[src/rtl/mac_rx_pkg.sv]
// Shared types and constants for the MII/GMII receive framer.
package mac_rx_pkg;

  typedef enum logic [2:0] {
    ST_IDLE,
    ST_PREAMBLE,
    ST_FRAME,
    ST_COMMIT,
    ST_DROP
  } state_t;

  localparam int unsigned ALIGN_ERR_BIT = 12;
  localparam int unsigned TRUNC_BIT     = 13;
  localparam int unsigned LEN_ERR_BIT   = 14;
  localparam int unsigned CRC_ERR_BIT   = 15;

  localparam logic [1:0] SPD_10   = 2'b00;
  localparam logic [1:0] SPD_100  = 2'b01;
  localparam logic [1:0] SPD_1000 = 2'b10;

  localparam logic [7:0] SFD_BYTE = 8'hD5;
  localparam logic [3:0] SFD_NIB  = 4'hD;

  localparam logic [31:0] CRC_RESIDUE_DEFAULT = 32'hC704DD7B;

  function automatic logic is_mii(input logic [1:0] spd);
    return (spd == SPD_10) || (spd == SPD_100);
  endfunction

endpackage

[src/rtl/crc32_8023.sv]
// IEEE 802.3 CRC-32, one byte per cycle, LSB-first; register exposed bit-reversed.
module crc32_8023 (
  input  logic        clk,
  input  logic        rstn,
  input  logic        load_init,
  input  logic        calc,
  input  logic        d_valid,
  input  logic [7:0]  data,
  output logic [31:0] crc_reg
);

  localparam logic [31:0] POLY_REFL = 32'hEDB88320;

  logic [31:0] r_crc;
  logic [31:0] w_crc_next;

  always_comb begin
    w_crc_next = r_crc;
    for (int unsigned i = 0; i < 8; i++) begin
      if (w_crc_next[0] ^ data[i]) w_crc_next = (w_crc_next >> 1) ^ POLY_REFL;
      else                         w_crc_next = w_crc_next >> 1;
    end
  end

  always_ff @(posedge clk or negedge rstn) begin
    if (!rstn)                r_crc <= '1;
    else if (load_init)       r_crc <= '1;
    else if (calc && d_valid) r_crc <= w_crc_next;
  end

  // Bit-reversed view so a good frame leaves the MSB-first residue 0xC704DD7B.
  always_comb begin
    crc_reg = '0;
    for (int unsigned i = 0; i < 32; i++) crc_reg[i] = r_crc[31-i];
  end

endmodule

[src/rtl/mac_rx_framer.sv]
// MII/GMII receive framer: strips preamble/SFD, assembles nibbles, checks
// CRC/length/alignment, writes payload bytes and commits one descriptor per frame.
module mac_rx_framer
  import mac_rx_pkg::*;
#(
  parameter int unsigned LEN_W       = 12,
  parameter int unsigned MIN_LEN     = 64,
  parameter int unsigned MAX_LEN     = 1518,
  parameter bit          DROP_BAD    = 1'b0,
  parameter int unsigned CNT_W       = 16,
  parameter logic [31:0] CRC_RESIDUE = CRC_RESIDUE_DEFAULT
) (
  input  logic             clk,
  input  logic             rstn,
  input  logic             rx_dv,
  input  logic [7:0]       rx_d,
  input  logic [1:0]       speed,
  input  logic [LEN_W-1:0] data_space,
  input  logic             desc_full,
  output logic             data_wr,
  output logic [7:0]       data_dout,
  output logic             data_rollback,
  output logic             desc_wr,
  output logic [15:0]      desc_dout,
  output logic [CNT_W-1:0] frame_cnt,
  output logic [CNT_W-1:0] drop_cnt
);

  localparam logic [LEN_W-1:0] MAX_LEN_C = LEN_W'(MAX_LEN);
  localparam logic [LEN_W-1:0] MIN_LEN_C = LEN_W'(MIN_LEN);
  localparam logic [LEN_W-1:0] CNT_SAT   = '1;

  logic             r_dv_q;
  logic             r_dv_qp;
  logic [7:0]       r_d_q;
  logic [1:0]       r_speed;
  state_t           r_state;
  state_t           w_state_next;
  logic [LEN_W-1:0] r_byte_cnt;
  logic             r_nib_phase;
  logic [3:0]       r_nib_lo;
  logic             r_trunc;

  logic             w_sof;
  logic             w_mii;
  logic             w_sfd_mii;
  logic             w_sfd;
  logic             w_space_ok;
  logic             w_start;
  logic             w_in_frame;
  logic             w_byte_vld;
  logic [7:0]       w_byte;
  logic             w_wr_ok;
  logic [31:0]      w_crc;
  logic             w_len_err;
  logic             w_crc_err;
  logic             w_align_err;
  logic             w_any_err;
  logic             w_desc_wr;
  logic             w_rollback;
  logic             w_frame_inc;
  logic             w_drop_inc;
  logic [15:0]      w_desc;

  always_ff @(posedge clk or negedge rstn) begin
    if (!rstn) begin
      r_dv_q  <= 1'b0;
      r_dv_qp <= 1'b0;
      r_d_q   <= '0;
      r_speed <= '0;
    end else begin
      r_dv_q  <= rx_dv;
      r_dv_qp <= r_dv_q;
      r_d_q   <= rx_d;
      if (w_sof) r_speed <= speed;
    end
  end

  assign w_sof      = r_dv_q & ~r_dv_qp;
  assign w_mii      = is_mii(r_speed);
  // The SFD can arrive on the SOF cycle, before r_speed has latched.
  assign w_sfd_mii  = w_sof ? is_mii(speed) : w_mii;
  assign w_sfd      = w_sfd_mii ? (r_d_q[3:0] == SFD_NIB) : (r_d_q == SFD_BYTE);
  assign w_space_ok = (data_space >= MAX_LEN_C) && !desc_full;
  assign w_start    = (w_state_next == ST_FRAME) && (r_state != ST_FRAME);
  assign w_in_frame = (r_state == ST_FRAME) && r_dv_q;

  always_ff @(posedge clk or negedge rstn) begin
    if (!rstn) r_state <= ST_IDLE;
    else       r_state <= w_state_next;
  end

  always_comb begin
    w_state_next = r_state;
    unique case (r_state)
      ST_IDLE: begin
        if (w_sof) begin
          if (!w_space_ok) w_state_next = ST_DROP;
          else if (w_sfd)  w_state_next = ST_FRAME;
          else             w_state_next = ST_PREAMBLE;
        end
      end
      ST_PREAMBLE: begin
        if (!r_dv_q)    w_state_next = ST_IDLE;
        else if (w_sfd) w_state_next = ST_FRAME;
      end
      ST_FRAME:  if (!r_dv_q) w_state_next = ST_COMMIT;
      ST_COMMIT: w_state_next = w_sof ? ST_DROP : ST_IDLE;
      ST_DROP:   if (!r_dv_q) w_state_next = ST_IDLE;
      default:   w_state_next = ST_IDLE;
    endcase
  end

  // MII: a byte completes on the second nibble, low nibble first.
  always_comb begin
    w_byte_vld = 1'b0;
    w_byte     = r_d_q;
    if (w_in_frame) begin
      if (w_mii) begin
        w_byte_vld = r_nib_phase;
        w_byte     = {r_d_q[3:0], r_nib_lo};
      end else begin
        w_byte_vld = 1'b1;
      end
    end
  end

  assign w_wr_ok = r_byte_cnt < MAX_LEN_C;

  always_ff @(posedge clk or negedge rstn) begin
    if (!rstn) begin
      r_byte_cnt  <= '0;
      r_nib_phase <= 1'b0;
      r_nib_lo    <= '0;
      r_trunc     <= 1'b0;
      data_wr     <= 1'b0;
      data_dout   <= '0;
    end else begin
      data_wr <= w_byte_vld && w_wr_ok;
      if (w_byte_vld && w_wr_ok) data_dout <= w_byte;
      if (w_start) begin
        r_byte_cnt  <= '0;
        r_nib_phase <= 1'b0;
        r_trunc     <= 1'b0;
      end else if (w_in_frame) begin
        if (w_mii) begin
          r_nib_phase <= ~r_nib_phase;
          if (!r_nib_phase) r_nib_lo <= r_d_q[3:0];
        end
        if (w_byte_vld) begin
          if (r_byte_cnt != CNT_SAT) r_byte_cnt <= r_byte_cnt + 1'b1;
          if (!w_wr_ok)              r_trunc    <= 1'b1;
        end
      end
    end
  end

  crc32_8023 u_crc (
    .clk       (clk),
    .rstn      (rstn),
    .load_init (w_start),
    .calc      (w_in_frame),
    .d_valid   (w_byte_vld),
    .data      (w_byte),
    .crc_reg   (w_crc)
  );

  assign w_len_err   = (r_byte_cnt < MIN_LEN_C) || (r_byte_cnt > MAX_LEN_C);
  assign w_crc_err   = (w_crc != CRC_RESIDUE);
  assign w_align_err = w_mii && r_nib_phase;
  assign w_any_err   = w_len_err || w_crc_err || w_align_err || r_trunc;

  always_comb begin
    w_desc_wr   = 1'b0;
    w_rollback  = 1'b0;
    w_frame_inc = 1'b0;
    w_drop_inc  = 1'b0;
    w_desc      = '0;
    w_desc[LEN_W-1:0]    = r_byte_cnt;
    w_desc[ALIGN_ERR_BIT] = w_align_err;
    w_desc[TRUNC_BIT]     = r_trunc;
    w_desc[LEN_ERR_BIT]   = w_len_err;
    w_desc[CRC_ERR_BIT]   = w_crc_err;
    unique case (r_state)
      ST_COMMIT: begin
        if (DROP_BAD && w_any_err) begin
          w_rollback = 1'b1;
          w_drop_inc = 1'b1;
        end else begin
          w_desc_wr   = 1'b1;
          w_frame_inc = 1'b1;
        end
      end
      ST_DROP: w_drop_inc = !r_dv_q;
      default: ;
    endcase
  end

  always_ff @(posedge clk or negedge rstn) begin
    if (!rstn) begin
      desc_wr       <= 1'b0;
      data_rollback <= 1'b0;
      desc_dout     <= '0;
      frame_cnt     <= '0;
      drop_cnt      <= '0;
    end else begin
      desc_wr       <= w_desc_wr;
      data_rollback <= w_rollback;
      if (w_desc_wr)   desc_dout <= w_desc;
      if (w_frame_inc) frame_cnt <= frame_cnt + 1'b1;
      if (w_drop_inc)  drop_cnt  <= drop_cnt + 1'b1;
    end
  end

endmodule
[config.mk]
export PLATFORM = sky130hd
export DESIGN_NAME = mac_rx_framer
export DESIGN_NICKNAME = d
export VERILOG_FILES = /design/src/rtl/mac_rx_pkg.sv /design/src/rtl/crc32_8023.sv /design/src/rtl/mac_rx_framer.sv
export SDC_FILE = /design/constraint.sdc
export NUM_CORES = 1
export LEC_CHECK = 0
export BUFFER_PORTS_ARGS = -buffer_cell sky130_fd_sc_hd__buf_2
export CORE_MARGIN = 2
export CORE_UTILIZATION = 45
export CTS_CLUSTER_DIAMETER = 60
export DETAILED_ROUTE_END_ITERATION = 8
export PLACE_DENSITY = 0.68
export REMOVE_ABC_BUFFERS = 1
export SETUP_SLACK_MARGIN = 0.3
export SLEW_MARGIN = 40
export SYNTH_ARGS = -nofsm -noshare
export SYNTH_HDL_FRONTEND = slang
export SYNTH_SLANG_ARGS = --single-unit
[constraint.sdc]
create_clock -name clk -period 2.4 [get_ports clk]
set_input_delay 0.48 -clock clk [delete_from_list [all_inputs] [get_ports clk]]
set_output_delay 0.48 -clock clk [all_outputs]
set_load 0.03 [all_outputs]
==> flow_summary.ini, run 1 <==
[worst_setup_path]
critPathCaptureType = flop
timing.rr.end = u_crc.r_crc[7]
worstPathArrival_ps = 2640
worstSetupStartpointType = flop
r2r.worst_path.cells = 9
r2r_slack_ps = 100
worstSetupPathType = reg -> reg
cp.required_ps = 2750
crit_path_max_fanout = 8
worstReg2RegStart = r_dv_qp

[routing]
wl_per_cell_um = 17.1
drt_pass1_iterations = 5
drt_iter0_markers = 267
antenna_left = 0
vias_per_cell = 5.36
drc = 0
totalWireLength_mm = 15.4
vias = 4841

[outcome]
status = finished clean

[pwr]
power_mw = 9.41
p_sw_share_pct = 33.1
p_comb_share_pct = 40.3
power.switching_mw = 3.12
p_seq_share_pct = 33.8
p_per_area_nw_per_um2 = 1120
p_leak_nw = 3.85
ir_drop_mv = 0.721
p_int_mw = 6.29
power_frac_clock_pct = 25.9

[sta]
fmax_mhz = 436
fin_hold_ws_ps = 22.8
worst_slew_pin_slew_ps = 520
hold_viol = 0
setup_violations = 0
slew-limit-headroom_pct = 65.3
finalMaxSlewViolations = 0
rsz0062_at_grt = true
finalCriticalPeriod_ps = 2300
timing.final.crit_share_pct = 95.7
clock_skew_ps = 9.90

[logic_synthesis]
synth_largest_area_cell = dfrtp_1
netlist.area_leader.share_pct = 35.2
syn-cell-area_um2 = 6390
synth-edff-count = 0
ys.flop_type = dfrtp_1
synth_area_leaders = dfrtp_1 (35%), dfstp_2 (13%), xnor2_1 (7.8%), xnor3_1 (6.0%), nand2_1 (3.6%)
ys_seq_elements = 122
syn-mean-instance-area_um2 = 11.4
synthArstFlopShare_pct = 100
synthDistinctLibCells = 61
ys_warn_count = 0
synth_cells = 559
ys_seq_area_share_pct = 48.4

[die]
die_area_um2 = 15200
initial_core_util_pct = 46.0
fp.dieH_um = 123
ioPinCount = 85
design.core.area_um2 = 13900
row_count = 43
die_w_um = 123

[global_routing]
busiest_layer = met2
met1_usage_pct = 27.8
grt_util_met3_pct = 5.49
met2_usage_pct = 34.5
track_usage_pct = 21.2
overflow = 0
antenna_found_initial = 0
grt_first_pass_wirelength_mm = 24.5
grt_max_degree = 49
grt_pass1_vias = 4833

[cts]
tritoncts = yes
clk_path_buf_depth = 2
cts_buffers = 17
clk_latency_ps = 420
cts-root-buf = clkbuf_16
clk_pin_slew_ps = 60
htree_levels = 4
cts.sinks = 122

[placed_design]
placed_area_um2 = 7230
port_buffers = 81
gp_routability_congestion = 0.852
hpwl_mm = 9.96

[cells_and_area]
fin_area_um2 = 8430
areaGrowthSynthToFinish_pct = 31.8
layout-drive-gt1-share_pct = 39.1
num-nets-final = 739
seq_area_um2 = 3100
diodes = 0
nFillCells = 1116
fin_util_pct = 60.7
multi_input_area_um2 = 3430

[min_path]
hold_class = in -> async

[job]
drv_cap = 0
critical path, cell delays in order, from the launching register on:
cell	delay [ps]
dfrtp_2	430
nor2b_4	150
mux2i_4	270
mux2i_2	100
or4_4	580
o21ai_4	170
buf_6	140
buf_6	100
buf_12	130
a2bb2oi_2	150
worst max-delay path by stage:
stage	start	endpoint	slack, ps	depth (start not counted)
after floorplan	r_dv_q	u_crc.r_crc[17]	-230	6
after global placement	r_dv_q	u_crc.r_crc[8]	120	7
after detailed placement	r_dv_q	u_crc.r_crc[28]	50	7
after CTS	r_dv_qp	u_crc.r_crc[28]	190	9
after global routing	r_dv_qp	u_crc.r_crc[29]	10	9
final	r_dv_qp	u_crc.r_crc[7]	100	9
layer usage:
layer,wire length [µm],vias up
li1,-,2269
met1,6810,2414
met2,7620,133
met3,731,25
met4,266,0
met5,0,-
stage by stage:
step / worst slack, ps / setup TNS (ps) / cells
floorplan: -231 / -5620 / 542
global placement: 122 / 0 / 840
detailed placement: 50.0 / 0 / 840
CTS: 193 / 0 / 903
global route: 11.2 / 0 / 903
finish: 104 / 0 / 903
cell usage after synthesis, types with 2 or more instances:
| cell | number |
|---|---|
| buf_4 | 2 |
| clkbuf_1 | 7 |
| a21oi_1 | 12 |
| o221ai_1 | 2 |
| buf_6 | 2 |
| o21ai_0 | 4 |
| dfrtp_1 | 90 |
| nand2_1 | 61 |
| buf_2 | 5 |
| nor2_1 | 51 |
| o22ai_1 | 8 |
| nand2_2 | 7 |
| nor3_1 | 2 |
| xnor2_2 | 2 |
| ha_1 | 3 |
| nand4b_1 | 6 |
| xnor2_1 | 57 |
| xnor3_1 | 17 |
| inv_1 | 7 |
| and3_1 | 6 |
| nand3b_1 | 2 |
| a2bb2oi_1 | 17 |
| o211ai_1 | 7 |
| nor4_1 | 4 |
| mux2i_1 | 12 |
| nand3_1 | 19 |
| o21bai_1 | 3 |
| o22a_1 | 3 |
| a2bb2oi_2 | 10 |
| xnor2_4 | 3 |
| nand4_1 | 12 |
| a31oi_1 | 3 |
| nor2b_1 | 32 |
| dfstp_2 | 32 |
| xor3_1 | 2 |
| xor2_1 | 18 |
| mux2_2 | 5 |
power groups by stage:
| stage | Combinational (mW) | Clock (mW) | Sequential [mW] |
|---|---|---|---|
| 6_report | 3.79 | 2.44 | 3.18 |
| 2_1_floorplan | 2.40 | 0 | 3.16 |
| 3_5_place_dp | 3.33 | 0 | 3.16 |
| 4_1_cts | 3.74 | 2.48 | 3.15 |
| 5_1_grt | 4.08 | 2.60 | 3.23 |
| 3_3_place_gp | 3.25 | 0 | 3.13 |
logic make-up after synthesis:
group / Yosys count / synth area share [%]
flops: 122 / 48.4
buf+inv: 25 / 2.09
xor+xnor: 99 / 18.8
mux: 17 / 2.76
fa+ha+maj: 3 / 0.587
simple gates: 214 / 17.1
compound gates: 78 / 10.2
other cells: 1 / 0.0587
layout make-up:
type                       instances  area share, %
clock buffer                      22           5.75
tap                              180           2.67
inverter                           8          0.356
clock inverter                    10           1.10
multi-input combinational        413           40.7
timing repair buffer             148           12.6
sequential                       122           36.8
flip-flops by register name, summed over array words and instances, names as in the netlist, 3 cells and up:
signal,flops
frame_cnt,16
r_d_q,8
data_dout,8
u_crc.r_crc,32
r_byte_cnt,12
r_nib_lo,4
drop_cnt,16
r_state,3
desc_dout,16
repair_timing:
item	CTS	global route
setup endpoints to repair	45	58
pin swaps	21	4
cloned	5	0
endpoints found under the hold margin	0	0
hold buffers	0	0
gates resized for setup	46	12
buffers inserted	26	0
placed cells by master (no fill, tap or decap), types with 7 or more instances in the layout:
cell type   n
a21oi_1    12
a2bb2oi_2  26
buf_2      80
buf_4      52
buf_6       8
clkbuf_16  17
dfrtp_1    85
dfstp_2    32
inv_1       7
mux2i_1    10
nand2_1    60
nand3_1    19
nand4_1    12
nor2_1     47
nor2b_1    32
o211ai_1    7
xnor2_1    55
xnor3_1    17
xor2_1     18
(Power assumes the default switching activity.)
==> run 2: changes to the inputs <==
--- a/config.mk
+++ b/config.mk
@@ -11,7 +11,6 @@
 export CTS_CLUSTER_DIAMETER = 60
 export DETAILED_ROUTE_END_ITERATION = 8
 export PLACE_DENSITY = 0.68
-export REMOVE_ABC_BUFFERS = 1
 export SETUP_SLACK_MARGIN = 0.3
 export SLEW_MARGIN = 40
 export SYNTH_ARGS = -nofsm -noshare
==> run 2 against run 1 <==
- global-route usage decreased by 0.051 points
- count of clock-buffer cells in the layout decreased by 3
- combinational power is 4% higher
- power increased by 3.1%
- clock skew about the same
- cell area is 1.1% higher
- clock power rose by 5%
- non-clock buffer count is 1 lower
- routed wire length is 2.4% higher
- critical path type unchanged
- critical endpoint is now u_crc.r_crc[17]
==> flow_summary.ini, run 2 (same netlist as run 1, synthesis figures left out) <==
[outcome]
status = finished clean

[worst_setup_path]
crit_path_max_fanout = 6
critPathCaptureType = flop
worstPathArrival_ps = 2530
worstSetupPathType = reg -> reg
worstSetupStartpointType = flop
cp.required_ps = 2740

[die]
die_w_um = 123
ioPinCount = 85
fp.dieH_um = 123
design.core.area_um2 = 13900
die_area_um2 = 15200
row_count = 43
initial_core_util_pct = 46.0

[placed_design]
gp_routability_congestion = 0.838
port_buffers = 81
hpwl_mm = 10.1

[cts]
clk_path_buf_depth = 2
cts-root-buf = clkbuf_16
tritoncts = yes
cts.sinks = 122
holdBufCountCts = 0
clk_latency_ps = 420
cts_buffers = 17
clk_pin_slew_ps = 50
htree_levels = 4

[min_path]
hold_class = in -> async

[routing]
drt_iter0_markers = 370
vias = 4811
vias_per_cell = 5.34
totalWireLength_mm = 15.8
wl_per_cell_um = 17.5
antenna_left = 0
drt_pass1_iterations = 4
drc = 0

[cells_and_area]
seq_area_um2 = 3100
areaGrowthSynthToFinish_pct = 33.2
regMostFlops = u_crc.r_crc
multi_input_area_um2 = 3520
final_cell_mix = dfrtp_1 (85), buf_2 (80), nand2_1 (60)
num-nets-final = 738
fin_util_pct = 61.3
nFillCells = 1083
final_common_cell = dfrtp_1
diodes = 0
largest_register_ffs = 32
layout-drive-gt1-share_pct = 40.6

[global_routing]
antenna_found_initial = 0
grt_first_pass_wirelength_mm = 24.6
grt_pass1_vias = 4789
overflow = 0
grt_max_degree = 45
track_usage_pct = 21.2

[pwr]
ir_drop_mv = 0.973
p_per_area_nw_per_um2 = 1140
p_leak_nw = 3.90

[sta]
timing.final.crit_share_pct = 91.0
finalCriticalPeriod_ps = 2180
clock_skew_ps = 10.3
finalMaxSlewViolations = 0
rsz0062_at_grt = true
fmax_mhz = 458
fin_tns_setup_ps = 0
hold_viol = 0
setup_violations = 0

[logic_synthesis]
syn_nets = 588

[job]
drv_cap = 0
==> run 2: cell count changes in the layout (fill, tap and decap cells not counted), moves of 2 or more <==
cell and change:
bufinv_16 +2, o22ai_2 +2, xnor2_2 +3, clkinvlp_4 -2, nand2_2 -2, nand2_4 +2
o22ai_1 -2, xnor2_1 -4, clkinv_2 +2, clkbuf_8 -3
==> run 2: what timing repair did <==
| item | in CTS | in global routing |
|---|---|---|
| gates cloned | 2 | 3 |
| gates resized for setup | 29 | 39 |
| pin swaps | 13 | 14 |
| endpoints found under the setup margin | 44 | 47 |
| setup buffers | 23 | 14 |
==> run 2: power by group <==
part / switching [mW] / internal, mW
Sequential: 0.563 / 2.62
Clock: 0.928 / 1.65
Combinational: 1.74 / 2.20
Total: 3.24 / 6.46
==> run 2: final timing paths <==
check                              from              end  slack, ps  cells after the start
max                          r_state[2]  u_crc.r_crc[17]        220                      8
min                                rstn    desc_dout[11]         30                      1
max reg2reg                  r_state[2]  u_crc.r_crc[17]        220                      8
min reg2reg                desc_dout[5]     desc_dout[5]        470                      2
max in group asynchronous          rstn  u_crc.r_crc[26]       1710                      2
min in group clk                rx_d[5]         r_d_q[5]        160                      1
==> run 2: layer usage <==
metal	GRT usage (%)	part of all wire, %	up-vias	wire length, µm
met3	5.12	4.7	16	746
li1	-	-	2254	-
met1	27.7	44	2423	6900
met5	0	0	-	0
met4	7.17	1.3	0	210
met2	34.6	50	118	7930
==> run 2: critical path, cell delays in order, from the launching register on <==
cell and delay, ps:
dfrtp_2 430, nand4bb_4 250, buf_6 170, o22ai_4 150, nand2_2 120, buf_4 170, xnor2_2 190, xnor3_1 430
o22a_1 190
==> run 2: cell type report <==
cell class	count	area share (%)
Clock buffer	19	5.20
Clock inverter	12	1.73
Inverter	8	0.353
Multi-Input combinational cell	413	41.3
Sequential cell	122	36.4
Tap cell	180	2.65
Timing Repair Buffer	147	12.4
==> run 2: through the flow <==
stage	std cells	total power, mW	instance area (µm²)	worst slack (ps)	hold slack (ps)
final	901	9.70	8510	216	28.6
after global routing	901	10.2	8510	109	54.4
after CTS	884	9.32	8150	216	31.6
after floorplan	559	5.61	6430	276	184
after global placement	828	6.32	7170	98.8	455
after detailed placement	828	6.39	7170	37.1	462
